<file path="src/rtl/ctrl_hazard_pipe.sv">
// Pipelined control for the 5-stage MIPS core: D-stage decode, E/M/W control registers,
// and Tuse/Tnew based stall and forwarding-select generation.
module ctrl_hazard_pipe #(
  parameter int unsigned REG_AW    = 5,
  parameter int unsigned LINK_REG  = 31,
  parameter bit          HAZARD_EN = 1'b1
) (
  input  logic              clk,
  input  logic              reset,
  input  logic [31:0]       instr_d,
  output logic              stall,
  output logic              d_beq,
  output logic              d_j,
  output logic              d_jr,
  output logic              e_alu_src,
  output logic [2:0]        e_aluc,
  output logic              e_zext,
  output logic              e_lui,
  output logic              m_dm_write,
  output logic              w_grf_we,
  output logic [REG_AW-1:0] w_grf_a,
  output logic [1:0]        w_wsel,
  output logic [1:0]        fwd_d_rs,
  output logic [1:0]        fwd_d_rt,
  output logic [1:0]        fwd_e_rs,
  output logic [1:0]        fwd_e_rt,
  output logic              fwd_m_rt
);

  localparam logic [5:0] OpRtype = 6'h00;
  localparam logic [5:0] OpOri   = 6'h0d;
  localparam logic [5:0] OpLw    = 6'h23;
  localparam logic [5:0] OpSw    = 6'h2b;
  localparam logic [5:0] OpBeq   = 6'h04;
  localparam logic [5:0] OpLui   = 6'h0f;
  localparam logic [5:0] OpJ     = 6'h02;
  localparam logic [5:0] OpJal   = 6'h03;
  localparam logic [5:0] FnAddu  = 6'h21;
  localparam logic [5:0] FnSubu  = 6'h23;
  localparam logic [5:0] FnJr    = 6'h08;

  localparam logic [2:0] AlucNone = 3'b000;
  localparam logic [2:0] AlucSub  = 3'b100;
  localparam logic [2:0] AlucAdd  = 3'b010;
  localparam logic [2:0] AlucOr   = 3'b001;

  localparam logic [1:0] WselAlu = 2'd0;
  localparam logic [1:0] WselDm  = 2'd1;
  localparam logic [1:0] WselPc8 = 2'd2;

  // Tuse of 3 means the operand is never read; no producer Tnew can exceed it.
  localparam logic [1:0] TuseNone = 2'd3;

  typedef logic [REG_AW-1:0] addr_t;

  typedef struct packed {
    logic       alu_src;
    logic [2:0] aluc;
    logic       zext;
    logic       lui;
    logic       dm_write;
    addr_t      dst;
    logic [1:0] wsel;
    logic [1:0] tnew;
    addr_t      rs;
    addr_t      rt;
  } e_ctrl_t;

  typedef struct packed {
    logic       dm_write;
    addr_t      dst;
    logic [1:0] wsel;
    logic [1:0] tnew;
    addr_t      rt;
  } m_ctrl_t;

  typedef struct packed {
    addr_t      dst;
    logic [1:0] wsel;
  } w_ctrl_t;

  e_ctrl_t e_q, e_d;
  m_ctrl_t m_q, m_d;
  w_ctrl_t w_q, w_d;

  // ---------------------------------------------------------------------------
  // D-stage decode
  // ---------------------------------------------------------------------------
  logic [5:0] op, fn;
  addr_t      rs_f, rt_f, rd_f;
  logic       unused_shamt;

  assign op           = instr_d[31:26];
  assign fn           = instr_d[5:0];
  assign rs_f         = addr_t'(instr_d[25:21]);
  assign rt_f         = addr_t'(instr_d[20:16]);
  assign rd_f         = addr_t'(instr_d[15:11]);
  assign unused_shamt = ^instr_d[10:6];

  logic       dec_beq, dec_j, dec_jr;
  logic       dec_alu_src, dec_zext, dec_lui, dec_dm_write;
  logic [2:0] dec_aluc;
  addr_t      dec_dst;
  logic [1:0] dec_wsel, dec_tnew;
  logic [1:0] tuse_rs, tuse_rt;

  always_comb begin
    dec_beq      = 1'b0;
    dec_j        = 1'b0;
    dec_jr       = 1'b0;
    dec_alu_src  = 1'b0;
    dec_zext     = 1'b0;
    dec_lui      = 1'b0;
    dec_dm_write = 1'b0;
    dec_aluc     = AlucNone;
    dec_dst      = '0;
    dec_wsel     = WselAlu;
    dec_tnew     = 2'd0;
    tuse_rs      = TuseNone;
    tuse_rt      = TuseNone;
    case (op)
      OpRtype: begin
        case (fn)
          FnAddu: begin
            dec_aluc = AlucAdd;
            dec_dst  = rd_f;
            dec_tnew = 2'd1;
            tuse_rs  = 2'd1;
            tuse_rt  = 2'd1;
          end
          FnSubu: begin
            dec_aluc = AlucSub;
            dec_dst  = rd_f;
            dec_tnew = 2'd1;
            tuse_rs  = 2'd1;
            tuse_rt  = 2'd1;
          end
          FnJr: begin
            dec_jr  = 1'b1;
            tuse_rs = 2'd0;
          end
          default: ;
        endcase
      end
      OpOri: begin
        dec_alu_src = 1'b1;
        dec_aluc    = AlucOr;
        dec_zext    = 1'b1;
        dec_dst     = rt_f;
        dec_tnew    = 2'd1;
        tuse_rs     = 2'd1;
      end
      OpLw: begin
        dec_alu_src = 1'b1;
        dec_aluc    = AlucAdd;
        dec_dst     = rt_f;
        dec_wsel    = WselDm;
        dec_tnew    = 2'd2;
        tuse_rs     = 2'd1;
      end
      OpSw: begin
        dec_alu_src  = 1'b1;
        dec_aluc     = AlucAdd;
        dec_dm_write = 1'b1;
        tuse_rs      = 2'd1;
        tuse_rt      = 2'd2;
      end
      OpBeq: begin
        dec_beq = 1'b1;
        tuse_rs = 2'd0;
        tuse_rt = 2'd0;
      end
      OpLui: begin
        dec_alu_src = 1'b1;
        dec_aluc    = AlucOr;
        dec_lui     = 1'b1;
        dec_dst     = rt_f;
        dec_tnew    = 2'd1;
        tuse_rs     = 2'd1;
      end
      OpJ: dec_j = 1'b1;
      OpJal: begin
        dec_j    = 1'b1;
        dec_dst  = addr_t'(LINK_REG);
        dec_wsel = WselPc8;
        dec_tnew = 2'd0;
      end
      default: ;
    endcase
  end

  assign d_beq = dec_beq;
  assign d_j   = dec_j;
  assign d_jr  = dec_jr;

  // Unread operands are carried as register 0 so they can never stall or forward.
  addr_t src_rs, src_rt;
  assign src_rs = (tuse_rs == TuseNone) ? '0 : rs_f;
  assign src_rt = (tuse_rt == TuseNone) ? '0 : rt_f;

  // ---------------------------------------------------------------------------
  // Hazard detection and forwarding selects
  // ---------------------------------------------------------------------------
  function automatic logic hit(input addr_t src, input addr_t dst);
    return (src != '0) && (src == dst);
  endfunction

  // Youngest matching producer decides; it forwards only once its result exists.
  function automatic logic [1:0] sel_d(input addr_t src, input addr_t e_dst,
                                       input logic [1:0] e_tnew, input addr_t m_dst,
                                       input logic [1:0] m_tnew);
    logic [1:0] sel;
    sel = 2'd0;
    if (hit(src, e_dst)) begin
      sel = (e_tnew == 2'd0) ? 2'd1 : 2'd0;
    end else if (hit(src, m_dst)) begin
      sel = (m_tnew == 2'd0) ? 2'd2 : 2'd0;
    end
    return sel;
  endfunction

  function automatic logic [1:0] sel_e(input addr_t src, input addr_t m_dst,
                                       input logic [1:0] m_tnew, input addr_t w_dst);
    logic [1:0] sel;
    sel = 2'd0;
    if (hit(src, m_dst)) begin
      sel = (m_tnew == 2'd0) ? 2'd1 : 2'd0;
    end else if (hit(src, w_dst)) begin
      sel = 2'd2;
    end
    return sel;
  endfunction

  logic stall_raw;
  assign stall_raw = (hit(src_rs, e_q.dst) && (tuse_rs < e_q.tnew)) ||
                     (hit(src_rs, m_q.dst) && (tuse_rs < m_q.tnew)) ||
                     (hit(src_rt, e_q.dst) && (tuse_rt < e_q.tnew)) ||
                     (hit(src_rt, m_q.dst) && (tuse_rt < m_q.tnew));

  assign stall    = HAZARD_EN && stall_raw;
  assign fwd_d_rs = HAZARD_EN ? sel_d(src_rs, e_q.dst, e_q.tnew, m_q.dst, m_q.tnew) : 2'd0;
  assign fwd_d_rt = HAZARD_EN ? sel_d(src_rt, e_q.dst, e_q.tnew, m_q.dst, m_q.tnew) : 2'd0;
  assign fwd_e_rs = HAZARD_EN ? sel_e(e_q.rs, m_q.dst, m_q.tnew, w_q.dst) : 2'd0;
  assign fwd_e_rt = HAZARD_EN ? sel_e(e_q.rt, m_q.dst, m_q.tnew, w_q.dst) : 2'd0;
  assign fwd_m_rt = HAZARD_EN && hit(m_q.rt, w_q.dst);

  // ---------------------------------------------------------------------------
  // Stage registers
  // ---------------------------------------------------------------------------
  always_comb begin
    e_d = '0;
    if (!stall) begin
      e_d.alu_src  = dec_alu_src;
      e_d.aluc     = dec_aluc;
      e_d.zext     = dec_zext;
      e_d.lui      = dec_lui;
      e_d.dm_write = dec_dm_write;
      e_d.dst      = dec_dst;
      e_d.wsel     = dec_wsel;
      e_d.tnew     = dec_tnew;
      e_d.rs       = src_rs;
      e_d.rt       = src_rt;
    end

    m_d          = '0;
    m_d.dm_write = e_q.dm_write;
    m_d.dst      = e_q.dst;
    m_d.wsel     = e_q.wsel;
    m_d.tnew     = (e_q.tnew == 2'd0) ? 2'd0 : e_q.tnew - 2'd1;
    m_d.rt       = e_q.rt;

    w_d      = '0;
    w_d.dst  = m_q.dst;
    w_d.wsel = m_q.wsel;
  end

  always_ff @(posedge clk) begin
    if (reset) begin
      e_q <= '0;
      m_q <= '0;
      w_q <= '0;
    end else begin
      e_q <= e_d;
      m_q <= m_d;
      w_q <= w_d;
    end
  end

  assign e_alu_src  = e_q.alu_src;
  assign e_aluc     = e_q.aluc;
  assign e_zext     = e_q.zext;
  assign e_lui      = e_q.lui;
  assign m_dm_write = m_q.dm_write;
  assign w_grf_we   = (w_q.dst != '0);
  assign w_grf_a    = w_q.dst;
  assign w_wsel     = w_q.wsel;

endmodule

</file>
<file path="config.mk">
export PLATFORM = sky130hd
export DESIGN_NAME = ctrl_hazard_pipe
export DESIGN_NICKNAME = d
export VERILOG_FILES = /design/src/rtl/ctrl_hazard_pipe.sv
export SDC_FILE = /design/constraint.sdc
export NUM_CORES = 1
export LEC_CHECK = 0
export CORE_MARGIN = 2
export CORE_UTILIZATION = 47
export DETAILED_ROUTE_END_ITERATION = 8
export HOLD_SLACK_MARGIN = 0.15
export PLACE_DENSITY = 0.78
export SYNTH_ARGS = -nofsm -noshare
export SYNTH_HDL_FRONTEND = slang
export SYNTH_SLANG_ARGS = --single-unit
</file>
<file path="constraint.sdc">
create_clock -name clk -period 3.8 [get_ports clk]
set_clock_uncertainty 0.2 [all_clocks]
set_input_delay 0.38 -clock clk [delete_from_list [all_inputs] [get_ports clk]]
set_output_delay 0.38 -clock clk [all_outputs]
set_load 0.01 [all_outputs]
</file>
==> reports/summary.txt, run 1 <==
FLOORPLANNING
------------------------------------------------------------------------------------------------------
Initial standard-cell utilization of the core                                                    0.479
Die span in y                                                                                  78.5 um
Die outline width                                                                              78.5 um
CORE AREA                                                                                 0.00544 sq mm
Number of rows created at floorplan                                                                 27
Die area                                                                                  0.00616 sq mm
Top Ports                                                                                           62

CRITICAL PATH
------------------------------------------------------------------------------------------------------
Worst Reg-to-Reg Cells                                                                               7
Destination of the critical timing path                                                    fwd_d_rs[1]
Worst reg2reg startpoint                                                                       m_q[13]
Critical Path Source Type                                                                 primary input
Crit path max fanout                                                                                 8
First element of the critical path                                                         instr_d[29]
WP data arrival                                                                                3080 ps
Worst flop-to-flop path endpoint                                                                e_q[5]
Critical Path End Type                                                                     output port
Internal reg-to-reg setup slack                                                                1210 ps
Critical path type                                                                           in -> out
Worst Path Required                                                                            3220 ps

SYNTH
------------------------------------------------------------------------------------------------------
Top cells by area, synth                                                                  sky130_fd_sc_hd__dfxtp_1 36%, sky130_fd_sc_hd__xor2_1 8.1%, sky130_fd_sc_hd__xnor2_1 6.4%, sky130_fd_sc_hd__nor3_2 6.1%, sky130_fd_sc_hd__nor2b_1 5.0%
Most used standard cells in the synthesized netlist                                       47 x sky130_fd_sc_hd__dfxtp_1, 24 x sky130_fd_sc_hd__xor2_1, 21 x sky130_fd_sc_hd__nor2b_1, 19 x sky130_fd_sc_hd__xnor2_1, 16 x sky130_fd_sc_hd__nor3_2
Yosys warnings                                                                                       0
Count of flip-flops with a built-in enable after synthesis                                           0
Count of distinct cell types in the synthesized netlist                                             50
Post-synthesis net count                                                                           312
Area fraction of the dominant cell type after synthesis                                          0.361
Library cell occupying the most area in the post-synthesis netlist                        sky130_fd_sc_hd__dfxtp_1
Dominant cell by count in the synthesized netlist                                         sky130_fd_sc_hd__dfxtp_1
Sequential area share after synthesis                                                            0.361
Post-Synthesis Mean Instance Area                                                           9.55 sq um
Top FF cell, synth                                                                        sky130_fd_sc_hd__dfxtp_1
Register bit total from synthesis                                                                   47
Area of the mapped netlist                                                                0.00261 sq mm
Mapped Cells                                                                                       273
Async set or reset register ratio after synthesis                                                    0

DETAILED ROUTING
------------------------------------------------------------------------------------------------------
Count of nets left with antenna violations after detail routing                                      0
Per-cell routed wire length                                                                    14.5 um
Number of vias in the routed layout                                                               2166
Post-detailed-route DRC marker count                                                                 0
Total iterations of the first detailed-routing run                                                   4
Final Routed Wirelength                                                                        5810 um
Starting DRT DRC Count                                                                              64
Drt via density                                                                                   5.39

POWER
------------------------------------------------------------------------------------------------------
Leakage power figure                                                                           1.33 nW
PD cells                                                                                   298 mW/mm^2
Maximum resistive drop on vdd                                                                 0.188 mV

STA
------------------------------------------------------------------------------------------------------
Tightest slew margin relative to the limit                                                       0.582
Final Hold Vio Count                                                                                 0
Total count of max-transition violations in the final report                                         0
Fin Setup TNS                                                                                     0 ps
Final count of negative-setup-slack endpoints                                                        0
Final critical-path share of the clock period                                                    0.962
FMAX                                                                                         0.274 GHz
Post-layout minimum cycle time                                                                 3660 ps
Unrepaired setup endpoints after global routing                                                     no
Slew at the pin with the worst max-slew slack                                                   621 ps

FINISH
------------------------------------------------------------------------------------------------------
Non-filler cells in the finished layout                                                            402
Ratio of cells with drive above 1 in the final layout                                            0.164
Area added between synthesis and finish                                                          28.4%
Number of nets in the layout                                                                       368
Antenna Cells                                                                                        0

GRT
------------------------------------------------------------------------------------------------------
GRT Util Overall                                                                                 0.198
Wire length of the first global-routing pass                                                   9620 um
Grt ovf                                                                                              0
Vias in the first global route                                                                    2152
Largest net degree at the start of global routing                                                   25
Antenna violations before repair                                                                     0

PLACED DESIGN
------------------------------------------------------------------------------------------------------
Count of buffers inserted at the top-level ports                                                    56
Gp weighted congestion                                                                           0.880
Placed cell count                                                                                  394
Final HPWL DP                                                                                  4450 um

CTS
------------------------------------------------------------------------------------------------------
# clock sinks                                                                                       47
H-tree lvl count                                                                                     2
Number of buffers on the longest clock path                                                          2
Total CTS buffers                                                                                    5
CTS root buf                                                                              sky130_fd_sc_hd__clkbuf_8
Clock tree from TritonCTS                                                                        built
Clock transition at the register clock pins on the worst setup and hold paths after CTS          90 ps
Later-pin clock latency in the skew report                                                      300 ps

JOB
------------------------------------------------------------------------------------------------------
Max Cap Viol                                                                                         0

OUTCOME
------------------------------------------------------------------------------------------------------
Outcome                                                                                   finished, final reports clean

MIN PATH
------------------------------------------------------------------------------------------------------
Path category of the worst min-delay check                                                  reg -> reg
Hold depth                                                                                           1

==> how the worst min path moves through the flow <==
stage                       start    endpoint  slack (ps)
after floorplan           e_q[19]  m_dm_write         210
after CTS                  m_q[7]   w_wsel[0]         240
final                      m_q[7]   w_wsel[0]         240
after global placement     m_q[8]   w_wsel[1]         220
after detailed placement   m_q[7]   w_wsel[0]         220
after global routing       m_q[7]   w_wsel[0]         260
==> cell families after synthesis <==
| family | synth area share |
|---|---|
| XOR/XNOR | 0.144 |
| AND/OR/NAND/NOR | 0.318 |
| AO/OA/AOI/OAI | 0.0777 |
| adder cells (fa/ha/maj) | 0.0240 |
| flip-flops | 0.361 |
| buffers and inverters | 0.0753 |
==> critical path, stage by stage <==
cell and delay (ps):
sky130_fd_sc_hd__clkdlybuf4s50_1 450, sky130_fd_sc_hd__buf_4 190, sky130_fd_sc_hd__nor3_4 220, sky130_fd_sc_hd__a211oi_2 120, sky130_fd_sc_hd__a211o_2 370, sky130_fd_sc_hd__buf_4 190, sky130_fd_sc_hd__or4_1 490, sky130_fd_sc_hd__nor2_1 110
sky130_fd_sc_hd__clkdlybuf4s50_1 550
==> layer usage <==
metal | global-route usage | wire, um | share of wire | vias up
met2 | 0.330 | 2790 | 0.48 | 78
met1 | 0.234 | 2480 | 0.43 | 1000
met5 | 0 | 0 | 0 | -
li1 | - | - | - | 1069
met3 | 0.0437 | 298 | 0.051 | 19
met4 | 0.116 | 245 | 0.042 | 0
==> flip-flops by register name (all words and copies together) (netlist names) <==
signal	count
e_q	19
w_wsel	2
e_zext	1
m_q	14
m_dm_write	1
w_grf_a	5
e_lui	1
e_aluc	3
e_alu_src	1
==> power breakdown <==
group / internal [W] / switching [W]
registers: 0.000496 / 0.00000450
clock network: 0.000199 / 0.000174
logic: 0.0000646 / 0.0000594
==> layout make-up <==
type	count	area [sq um]
Tap cell	72	90.1
Clock inverter	3	47.5
Clock buffer	5	68.8
Sequential cell	47	941
Multi-Input combinational cell	194	1490
Timing Repair Buffer	70	669
Inverter	11	41.3
Fill cell	456	2090
==> placed cells by master, fill, tap and decap left out, types with 11 or more instances in the layout <==
master,n
sky130_fd_sc_hd__nor3_2,15
sky130_fd_sc_hd__xnor2_1,19
sky130_fd_sc_hd__inv_1,11
sky130_fd_sc_hd__clkdlybuf4s50_1,53
sky130_fd_sc_hd__nor2b_1,21
sky130_fd_sc_hd__buf_4,14
sky130_fd_sc_hd__xor2_1,24
sky130_fd_sc_hd__dfxtp_1,47
sky130_fd_sc_hd__nor4_1,13
sky130_fd_sc_hd__nor2_1,11
==> stage by stage <==
stage          setup WS, ps  power [W]  hold slack (ps)  cell area [sq um]   util
2_1_floorplan           999   0.000574              214               2610      -
3_3_place_gp           62.2   0.000630              217               3210  0.590
3_5_place_dp           3.23   0.000634              222               3210  0.590
4_1_cts                50.0    0.00100              243               3320  0.611
5_1_grt                47.2    0.00104              259               3350  0.616
6_report                144   0.000998              240               3350  0.616
==> repair_timing <==
item,4_1_cts,5_1_grt
gates resized for setup,1,7
setup endpoints to repair,1,1
pin swaps,0,1
buffers inserted,0,0
hold buffers,0,0
(Power assumes the default switching activity.)
==> inputs of run 2 (changes only) <==
--- a/config.mk
+++ b/config.mk
@@ -10,6 +10,7 @@
 export DETAILED_ROUTE_END_ITERATION = 8
 export HOLD_SLACK_MARGIN = 0.15
 export PLACE_DENSITY = 0.78
+export SETUP_SLACK_MARGIN = 0.15
 export SYNTH_ARGS = -nofsm -noshare
 export SYNTH_HDL_FRONTEND = slang
 export SYNTH_SLANG_ARGS = --single-unit
==> run 2 against run 1 <==
Compared with the run above:
- non-clock buffer count unchanged
- critical path type unchanged
- largest cell class unchanged
- clock power about the same
- critical path depth is 2 lower
- sequential power is essentially flat
- core utilization shrank 0.25 points
- global-route usage hardly changed
- critical endpoint is now fwd_d_rt[1]
- via count is 1.1% lower
- register-to-register slack worse by 20 ps
==> reports/summary.txt, run 2 (synthesized netlist as in run 1, its figures left out) <==
CRITICAL PATH
------------------------------------------------------------------------------------------------------
WP data arrival                                                                                3010 ps   -70 ps
Critical Path End Type                                                                     output port
Critical path type                                                                           in -> out
Worst Path Required                                                                            3220 ps   about the same
Critical Path Source Type                                                                 primary input
Crit path max fanout                                                                                 7   -1

STA
------------------------------------------------------------------------------------------------------
Final Hold Vio Count                                                                                 0   unchanged
Final count of negative-setup-slack endpoints                                                        0   unchanged
Unrepaired setup endpoints after global routing                                                    yes
Total count of max-transition violations in the final report                                         0   unchanged
Slew at the pin with the worst max-slew slack                                                   572 ps   -49.7 ps
Fin Setup TNS                                                                                     0 ps   unchanged
Final critical-path share of the clock period                                                    0.945   -0.0172
Tightest slew margin relative to the limit                                                       0.609   +0.0271
FMAX                                                                                         0.279 GHz   +1.8%
Min Hold Slack                                                                                  240 ps   -0.130 ps
Post-layout minimum cycle time                                                                 3590 ps   -65.5 ps

CTS
------------------------------------------------------------------------------------------------------
Later-pin clock latency in the skew report                                                      310 ps   about the same
Number of buffers on the longest clock path                                                          2   unchanged
Clock tree from TritonCTS                                                                        built
Number of hold buffers added after cts                                                               0   unchanged
CTS root buf                                                                              sky130_fd_sc_hd__clkbuf_8
H-tree lvl count                                                                                     2   unchanged
Total CTS buffers                                                                                    5   unchanged
Clock transition at the register clock pins on the worst setup and hold paths after CTS          90 ps   about the same
# clock sinks                                                                                       47   unchanged

FINISH
------------------------------------------------------------------------------------------------------
Number of flip-flops under the largest register name                                                19   unchanged
Top reg by flops                                                                                   e_q
Sequential cell area                                                                         941 sq um   unchanged
Final non-filler cell area                                                                0.00333 sq mm   -0.41%
Layout filler cell count                                                                           460   +0.88%
Final core utilization                                                                           0.613   -0.00253
Multi-input logic area                                                                    0.00149 sq mm   -0.34%
Most frequent standard cell in the layout excluding fill and tap cells                    sky130_fd_sc_hd__clkdlybuf4s50_1
Ratio of cells with drive above 1 in the final layout                                            0.164   unchanged
Number of nets in the layout                                                                       368   unchanged
Antenna Cells                                                                                        0   unchanged
Area added between synthesis and finish                                                          27.9%
Commonest cells after routing, fill and taps aside                                        52 x sky130_fd_sc_hd__clkdlybuf4s50_1, 47 x sky130_fd_sc_hd__dfxtp_1, 24 x sky130_fd_sc_hd__xor2_1, 21 x sky130_fd_sc_hd__nor2b_1, 19 x sky130_fd_sc_hd__xnor2_1

OUTCOME
------------------------------------------------------------------------------------------------------
Outcome                                                                                   finished, final reports clean

FLOORPLANNING
------------------------------------------------------------------------------------------------------
Initial standard-cell utilization of the core                                                    0.479   unchanged
Top Ports                                                                                           62   unchanged
Die outline width                                                                              78.5 um   unchanged
Die area                                                                                  0.00616 sq mm   unchanged
Number of rows created at floorplan                                                                 27   unchanged
CORE AREA                                                                                 0.00544 sq mm   unchanged
Die span in y                                                                                  78.5 um   unchanged

GRT
------------------------------------------------------------------------------------------------------
Grt ovf                                                                                              0   unchanged
Wire length of the first global-routing pass                                                   9630 um   +0.15%
Largest net degree at the start of global routing                                                   25   unchanged
Antenna violations before repair                                                                     0   unchanged
Vias in the first global route                                                                    2153   +0.046%
GRT Util Overall                                                                                 0.198   +0.000243

POWER
------------------------------------------------------------------------------------------------------
PD cells                                                                                   299 mW/mm^2   +0.27%
PnR Total Power                                                                             0.000996 W   -0.14%
Leakage power figure                                                                           1.31 nW   -1.2%
Maximum resistive drop on vdd                                                                 0.179 mV   -4.8%

DETAILED ROUTING
------------------------------------------------------------------------------------------------------
Post-detailed-route DRC marker count                                                                 0   unchanged
Count of nets left with antenna violations after detail routing                                      0   unchanged
Per-cell routed wire length                                                                    14.3 um   -1.1%
Final Routed Wirelength                                                                        5750 um   -1.1%
Total iterations of the first detailed-routing run                                                   4   unchanged
Number of vias in the routed layout                                                               2143   -1.1%
Drt via density                                                                                   5.33   -1.1%
Starting DRT DRC Count                                                                              77   +20%

PLACED DESIGN
------------------------------------------------------------------------------------------------------
Count of buffers inserted at the top-level ports                                                    56   unchanged
Placement Cell Area                                                                       0.00321 sq mm   unchanged
Final HPWL DP                                                                                  4450 um   unchanged
Gp weighted congestion                                                                           0.880   unchanged

JOB
------------------------------------------------------------------------------------------------------
Max Cap Viol                                                                                         0   unchanged

MIN PATH
------------------------------------------------------------------------------------------------------
Path category of the worst min-delay check                                                  reg -> reg

run 2: metrics by stage:
stage,worst slack (ps),std cells
after floorplan,999,273
after detailed placement,3.23,394
final,210,402
after global routing,123,402
after CTS,218,402
after global placement,62.2,394
run 2: area by class of cell:
| cell class | instances | share of cell area |
|---|---|---|
| Inverter | 11 | 0.0124 |
| Clock buffer | 5 | 0.0206 |
| Multi-Input combinational cell | 194 | 0.445 |
| Clock inverter | 3 | 0.0143 |
| Tap cell | 72 | 0.0270 |
| Timing Repair Buffer | 70 | 0.198 |
| Sequential cell | 47 | 0.282 |
run 2: per-layer routing:
layer  share of wire  global-route usage  routed length (um)
met5               0                   0                   0
met1            0.42               0.234                2440
met4           0.041               0.116                 235
met3           0.057              0.0437                 327
met2            0.48               0.330                2750
run 2: worst paths after layout:
kind / endpoint / slack [ps] / startpoint / cells after the start
worst max-delay path: fwd_d_rt[1] / 210 / instr_d[31] / 7
worst min-delay path: w_wsel[0] / 240 / m_q[7] / 1
worst max register to register: e_q[5] / 1190 / m_q[13] / 7
worst min register to register: w_wsel[0] / 240 / m_q[7] / 1
run 2: timing repair:
item                                    4_1_cts  5_1_grt
gates resized for setup                       4        4
hold endpoints to repair                      0        0
pin swaps                                     0        0
endpoints found under the setup margin        2        2
setup buffers                                 0        0
run 2: where the power goes:
group | switching (W) | total, W | internal [W]
clock | 0.000174 | 0.000373 | 0.000199
sequential | 0.00000446 | 0.000501 | 0.000496
combinational | 0.0000588 | 0.000123 | 0.0000637
run 2: worst max-delay path, stage by stage:
cell,delay (ps)
sky130_fd_sc_hd__clkdlybuf4s50_1,490
sky130_fd_sc_hd__and4b_2,300
sky130_fd_sc_hd__a32oi_1,320
sky130_fd_sc_hd__o2bb2ai_2,150
sky130_fd_sc_hd__buf_4,180
sky130_fd_sc_hd__a2111oi_0,540
sky130_fd_sc_hd__clkdlybuf4s50_1,640
